[config.mk]
export PLATFORM = sky130hd
export DESIGN_NAME = tmr_scrub_ram
export DESIGN_NICKNAME = d
export VERILOG_FILES = /design/src/rtl/tmr_scrub_ram.sv
export SDC_FILE = /design/constraint.sdc
export NUM_CORES = 1
export LEC_CHECK = 0
export ABC_AREA = 0
export ABC_CLOCK_PERIOD_IN_PS = 18500
export CORE_ASPECT_RATIO = 0.5
export CORE_MARGIN = 2
export CORE_UTILIZATION = 65
export CTS_BUF_LIST = sky130_fd_sc_hd__clkbuf_4 sky130_fd_sc_hd__clkbuf_8 sky130_fd_sc_hd__clkbuf_16
export DETAILED_ROUTE_END_ITERATION = 7
export GPL_TIMING_DRIVEN = 0
export PLACE_DENSITY = 0.81
export SKIP_LAST_GASP = 1
export SYNTH_ARGS = -nofsm -noshare
export SYNTH_HDL_FRONTEND = slang
export SYNTH_SLANG_ARGS = --single-unit
[constraint.sdc]
create_clock -name c -period 18.5 [get_ports c]
set_input_delay 5.55 -clock c [delete_from_list [all_inputs] [get_ports c]]
set_output_delay 5.55 -clock c [all_outputs]
set_load 0.05 [all_outputs]
[src/rtl/tmr_scrub_ram.sv]
// Triple-modular-redundant register file with majority-voted reads, a background
// scrubber that rewrites disagreeing words, fault injection and correction reporting.
module tmr_scrub_ram #(
   parameter int unsigned dw   = 8,
   parameter int unsigned aw   = 3,
   parameter int unsigned sdiv = 16,
   parameter int unsigned cw   = 16
) (
   input  logic          c,
   input  logic          r,
   input  logic          we,
   input  logic [aw-1:0] wa,
   input  logic [dw-1:0] d,
   input  logic [aw-1:0] ra,
   output logic [dw-1:0] q,
   output logic          rerr,
   input  logic          scrub_en,
   input  logic          inj,
   input  logic [1:0]    inj_sel,
   input  logic [aw-1:0] inj_a,
   input  logic [dw-1:0] inj_m,
   input  logic          cnt_clr,
   output logic          fix_v,
   output logic [aw-1:0] fix_a,
   output logic [cw-1:0] fix_cnt
);
   localparam int unsigned depth = 2 ** aw;
   localparam int unsigned dvw   = (sdiv > 1) ? $clog2(sdiv) : 1;

   typedef enum logic [1:0] {IDLE, CHECK, FIX} st_t;

   logic [dw-1:0]  m0 [depth];
   logic [dw-1:0]  m1 [depth];
   logic [dw-1:0]  m2 [depth];
   logic [dw-1:0]  n0 [depth];
   logic [dw-1:0]  n1 [depth];
   logic [dw-1:0]  n2 [depth];
   st_t            st, st_n;
   logic [aw-1:0]  sa, sa_n;
   logic [dvw-1:0] dv, dv_n;
   logic           fix_go;
   logic [dw-1:0]  s_vote;
   logic           s_mism;

   function automatic logic [dw-1:0] vote(input logic [dw-1:0] a, input logic [dw-1:0] b,
                                          input logic [dw-1:0] e);
      return (a & b) | (a & e) | (b & e);
   endfunction

   function automatic logic mism(input logic [dw-1:0] a, input logic [dw-1:0] b,
                                 input logic [dw-1:0] e);
      return |((a ^ b) | (a ^ e));
   endfunction

   assign s_vote = vote(m0[sa], m1[sa], m2[sa]);
   assign s_mism = mism(m0[sa], m1[sa], m2[sa]);

   // Scrub sequencer: divider in IDLE, one address per CHECK, optional FIX
   always_comb begin
      st_n   = st;
      sa_n   = sa;
      dv_n   = dv;
      fix_go = 1'b0;
      if (!scrub_en) begin
         st_n = IDLE;
         dv_n = '0;
      end else begin
         case (st)
            IDLE: begin
               if (dv == dvw'(sdiv - 1)) begin
                  st_n = CHECK;
                  dv_n = '0;
               end else begin
                  dv_n = dv + dvw'(1);
               end
            end
            CHECK: begin
               if (s_mism) begin
                  st_n = FIX;
               end else begin
                  sa_n = sa + aw'(1);
                  st_n = IDLE;
               end
            end
            FIX: begin
               // A user write to the same word supersedes the correction
               fix_go = s_mism && !(we && (wa == sa));
               sa_n   = sa + aw'(1);
               st_n   = IDLE;
            end
            default: st_n = IDLE;
         endcase
      end
   end

   // Per-word next value: write beats fix, injection XOR lands on top
   always_comb begin
      for (int i = 0; i < int'(depth); i++) begin
         n0[i] = m0[i];
         n1[i] = m1[i];
         n2[i] = m2[i];
         if (we && (wa == aw'(i))) begin
            n0[i] = d;
            n1[i] = d;
            n2[i] = d;
         end else if (fix_go && (sa == aw'(i))) begin
            n0[i] = s_vote;
            n1[i] = s_vote;
            n2[i] = s_vote;
         end
         if (inj && (inj_a == aw'(i))) begin
            case (inj_sel)
               2'd0:    n0[i] = n0[i] ^ inj_m;
               2'd1:    n1[i] = n1[i] ^ inj_m;
               2'd2:    n2[i] = n2[i] ^ inj_m;
               default: ;
            endcase
         end
      end
   end

   always_ff @(posedge c or posedge r) begin
      if (r) begin
         for (int i = 0; i < int'(depth); i++) begin
            m0[i] <= '0;
            m1[i] <= '0;
            m2[i] <= '0;
         end
         st      <= IDLE;
         sa      <= '0;
         dv      <= '0;
         q       <= '0;
         rerr    <= 1'b0;
         fix_v   <= 1'b0;
         fix_a   <= '0;
         fix_cnt <= '0;
      end else begin
         for (int i = 0; i < int'(depth); i++) begin
            m0[i] <= n0[i];
            m1[i] <= n1[i];
            m2[i] <= n2[i];
         end
         st    <= st_n;
         sa    <= sa_n;
         dv    <= dv_n;
         q     <= vote(m0[ra], m1[ra], m2[ra]);
         rerr  <= mism(m0[ra], m1[ra], m2[ra]);
         fix_v <= fix_go;
         if (fix_go) begin
            fix_a <= sa;
         end
         if (cnt_clr) begin
            fix_cnt <= '0;
         end else if (fix_go && (fix_cnt != {cw{1'b1}})) begin
            fix_cnt <= fix_cnt + cw'(1);
         end
      end
   end
endmodule
# == Word level (Yosys, flattened, before mapping) ==
# Index checks and enable logic that the tools add are counted.
# word_totals
ff_bits,230
in_bits,33
out_inout_bits,29
elab_cells,275
# op_classes
n_addsub,3
order_cmp,2
n_eq_ne,31
mux,127
bitwise,42
n_reduce_logical,38
# ops
op,count
2-to-1 mux 8 bit,108
bitwise XOR 8 bit,28
binary-select mux 8 bit (select 3 bit),6
bitwise AND 8 bit,6
OR 8 bit,6
equality test 3 bit (second input constant),12
2-to-1 mux 16 bit,2
logical AND 1 bit,27
equality test 3 x 2 -> 1 bit (second input constant),6
adder 16 x 1 -> 16 bit (second input constant),1
!= test 16 bit (second input constant),1
OR reduction 8 bit,2
2-to-1 mux 4 bit,3
equality test 3 x 1 -> 1 bit (second input constant),3
logical NOT 3 bit,3
greater-or-equal comparator 4 bit (second input constant),2
NOT 3 -> 4 bit,2
2-to-1 mux 2 bit,3
one-hot mux 3 bit (2 select lines),1
adder 4 x 1 -> 4 bit (second input constant),1
equality test 2 x 1 -> 1 bit (second input constant),2
equality test 2 bit (second input constant),2
equality test 4 bit (second input constant),1
logical NOT 2 bit,2
11 further kinds,13

# == Logic depth before layout (Yosys ltp) ==
# depth
depth_word,16
depth_mapped,17
ltp_nobuf,10

# == Least setup slack after synthesis ==
# No wires, ideal clock.
# synth_timing
path_kind,input port to flip-flop
startpoint,input port ra[0]
endpoint,register rerr
setup_time_ns,0.140
t_arrival_ns,7.867
slack_ns,10.493
cell_stages,7
path_cell_list,buf_1 > buf_2 > mux4_2 > mux2_2 > ha_1 > nor4_1 > nand4_1
# synth_via
elab_chain_len,7
word_cells_on_any_way,14
classes_between,mux (9); bitwise (4); reduce/logical (1)
# synth_rtl
element,line_no,text
"start, declared",14,"input logic [aw-1:0] ra,"
NOT 3 -> 4 bit (not written as such) *,147,"rerr <= mism(m0[ra], m1[ra], m2[ra]);"
binary-select mux 8 bit (select 3 bit),147,
2-to-1 mux 8 bit (not written as such) (2 in a row),147,
bitwise XOR 8 bit,52,return |((a ^ b) | (a ^ e));
OR 8 bit *,52,
OR reduction 8 bit *,52,
"end signal, assigned",147,
"end, declared",16,"output logic rerr,"
# Every way passes the cells marked *; elsewhere a longest branch is shown, timed or not. The select of a mux whose other input is x is not followed.
# A chain may end at the register's enable or synchronous reset.

# == Final worst setup path ==
# layout_timing
startpoint,input port ra[1]
endpoint,register rerr
# Same word-level chain as after synthesis.

==> summary.md <==
| Metric | Value |
|---|---|
| Fraction of layout cells with a size suffix above 1 | 0.141 |
| # port buffers | between 40 and 50 |
| Overall Global Routing Usage | 0.418 |
| Leakage | slightly below 8 nW |
| Maximum buffer depth of the clock tree | 3 |
| Final worst path period share | 0.485 |
| Drc violations | 0 |
| Seq/Total Area, Yosys | 0.362 |
| Number of iterations in the first detailed-routing pass | 6 |
| Worst endpoint required time | approximately 19 ns |
| Synth warn | 0 |
| Io pins | 62 |
| Reg2Reg Depth | 17 |
| Vias | ~14000 |
| Worst Slack Setup Final | 9.52 ns |
| Footprint of the multi-input gates | roughly 9600 um2 |
| F_max | ~110 MHz |
| Die X | ~230 um |
| Max-slew violation count | 0 |
| Post_cts resized | 0 |
| First-pass GRT wire length | around 80 mm |
| Fin nets | 1845 |
| FF-to-FF Start | sa[0]$_DFFE_PP0P_ |
| Number of global-route vias before repair | about 14000 |
| Sink Count | 230 |
| Synth top area cells | dfrtp_1, mux4_2, xor2_1 |
| Power Density | approximately 100 nW/um2 |
| Crit Path Category | primary input to register |
| Mapped Nets | ~1800 |
| Root buf cell | clkbuf_16 |
| Final hold vios | 0 |
| Grt ovf | 0 |
| Crit path max-delay family | buffers and inverters |
| Tmin final | 8.98 ns |
| Total wire length | between 50 and 60 mm |
| Worst vdd ir | 0.0000580 V |
| Hold depth | 1 |
| Full die area | ~26000 um2 |
| CP Capture Type | register |
| Wirelength per Cell | 25.3 um |
| Asr flop ratio synth | 1.00 |
| # placed instances | just over 2000 |
| Via density | between 6 and 7 |
| R2R Setup Slk | 12.73 ns |
| HP Start | fix_a[2]$_DFFE_PP0N_ |
| Initial drt markers | 2372 |
| Final Util | 0.730 |
| Most used cell, CP | clkbuf_1 |
| CTS Buf Count | 23 |
| Worst Tran Pin Value | around 1.3 ns |
| Critical path cell sequence | clkbuf_1 -> clkbuf_1 -> mux4_2 -> mux2_2 -> ha_1 -> nor4_1 -> nand4_1 |
| Startpoint class of the critical path | primary input |
| FF/Latch Area | ~5800 um2 |
| CP peak stage delay | around 1 ns |
| Layout area overhead | 10.2% |
| Most common cell in the netlist | nor2_1 |
| Seq cells post-synth | 230 |
| Initial core utilization | 0.663 |
| TritonCTS clock tree | built |
| Crit-path slowest cell | clkbuf_1 |
| ANT nets after route | 0 |
| Critical path data arrival time | ~9.3 ns |
| Cell taking the most area after synthesis | dfrtp_1 |
| # hold bufs at CTS | 0 |
| Initial antenna violation count | 0 |
| Main flop type after synthesis | dfrtp_1 |
| Synth top area share | 0.362 |
| DP Worst Slack | roughly 9 ns |
| Worst path bufs/invs | 2 |
| N_diodes | 0 |
| Number of fill cells | 1735 |
| Mapped Cells | 1699 |
| Worst rel slew slack | 0.119 |
| # H-tree levels | 1 |
| RSZ-0062 raised after global routing | no |
| Hpwl dp | approximately 40 mm |
| Commonest cells in the netlist | nor2_1, dfrtp_1, o21ai_1 |
| Hold endpoint | fix_a[2]$_DFFE_PP0N_ |
| Worst Hold Class | register to register |
| Synthesized area per cell | 9.35 um2 |
| Die height | 115 um |
| Worst-path clk slew | approximately 0.06 ns |
| Total of max-cap violations | 0 |
| Clock Skew | around 0.017 ns |
| Final Wtd Congestion | a little over 1 |
| Distinct cells, synth | 49 |
| Largest net degree at the start of global routing | around 120 |
| Post-Syn Area | roughly 16000 um2 |
| Status | complete, no violations |
| Post-synth EDFFs | 0 |
| Endpoints failing setup | 0 |
| RR Endpoint | m2[0]$_DFF_PP0_ |
| Max FO, Critical Path | 10 |
| Placeable Area | 24000 um2 |
| Fin Setup TNS | 0 ns |
| Rows | 40 |
| Clk_lat worst skew | between 0.5 and 0.6 ns |
| Layout Cells excl Fill | 2100 |
| Postcts setup bufs | 0 |
[area by class of cell]
class / instances / share of cell area
Clock buffer: 33 / 0.0379
Tap cell: 315 / 0.0225
Inverter: 23 / 0.00550
Timing Repair Buffer: 48 / 0.0284
Multi-Input combinational cell: 1356 / 0.548
Buffer: 90 / 0.0265
Clock inverter: 5 / 0.00300
Sequential cell: 230 / 0.329
[report_power, final]
part           switching, W  internal [W]  total, W  leakage, nW
logic              0.000331      0.000255  0.000587         4.54
clock network      0.000212      0.000262  0.000475        0.361
registers          0.000103      0.000616  0.000719         2.90
[through the flow]
step / hold WS (ns) / power, W / cell area (um2)
after detailed placement: 0.482 / 0.00129 / 16800
after floorplan: 0.526 / 0.00111 / 15900
after global placement: 0.474 / 0.00126 / 16800
after CTS: 0.498 / 0.00176 / 17500
after global routing: 0.528 / 0.00184 / 17500
final: 0.493 / 0.00178 / 17500
[sequential cells by signal (all words and copies together) (netlist names)]
register	flops
dv	4
fix_a	3
fix_cnt	16
fix_v	1
m0	64
m1	64
m2	64
q	8
rerr	1
sa	3
st	2
[cells by family (layout without fill, tap and decap cells)]
logic type,after synthesis,after routing,share of synthesized area
mux,175,175,0.175
compound gates,290,290,0.113
xor+xnor,208,208,0.115
buf+inv,113,199,0.0348
flops,230,230,0.362
fa+ha+maj,40,40,0.0315
simple gates,643,643,0.168
[worst max path at each step]
stage | startpoint | endpoint | slack, ns | cells after the start
2_1_floorplan | r | dv[0]$_DFFE_PP0P_ | 6.65 | 1
3_3_place_gp | r | fix_a[0]$_DFFE_PP0N_ | 3.54 | 2
3_5_place_dp | ra[0] | rerr$_DFF_PP0_ | 9.24 | 7
4_1_cts | ra[0] | rerr$_DFF_PP0_ | 9.78 | 7
5_1_grt | ra[0] | rerr$_DFF_PP0_ | 9.55 | 7
6_report | ra[1] | rerr$_DFF_PP0_ | 9.52 | 7
[cells in the final DEF, fill, tap and decap left out, drive strengths merged]
cell | synthesis | layout
and2 | 1 | 1
nor3 | 16 | 16
a21oi | 3 | 3
nand3b | 1 | 1
xnor2 | 24 | 24
or3 | 10 | 10
nand4 | 8 | 8
nor2 | 408 | 408
dfrtp | 230 | 230
o21ai | 271 | 271
bufinv | 0 | 1
mux2i | 67 | 67
nand3 | 16 | 16
and4 | 2 | 2
clkinv | 1 | 4
o2111ai | 2 | 2
nand2b | 4 | 4
ha | 40 | 40
clkbuf | 48 | 81
o211ai | 1 | 1
xor2 | 184 | 184
inv | 22 | 22
clkdlybuf4s50 | 0 | 47
nor4 | 9 | 9
mux2 | 28 | 28
nand2 | 147 | 147
a41oi | 1 | 1
nor3b | 1 | 1
nor2b | 10 | 10
a211o | 8 | 8
a31oi | 1 | 1
buf | 42 | 43
and3 | 9 | 9
clkinvlp | 0 | 1
mux4 | 80 | 80
and4b | 1 | 1
a21boi | 3 | 3
[per-layer routing]
metal / vias to the layer above / GRT usage / wire length, um
met5: - / 0 / 0
met2: 1206 / 0.618 / 22100
li1: 5984 / - / -
met4: 0 / 0.147 / 2310
met3: 239 / 0.143 / 7730
met1: 6885 / 0.577 / 20900
Power figures use the tool's default switching activity.
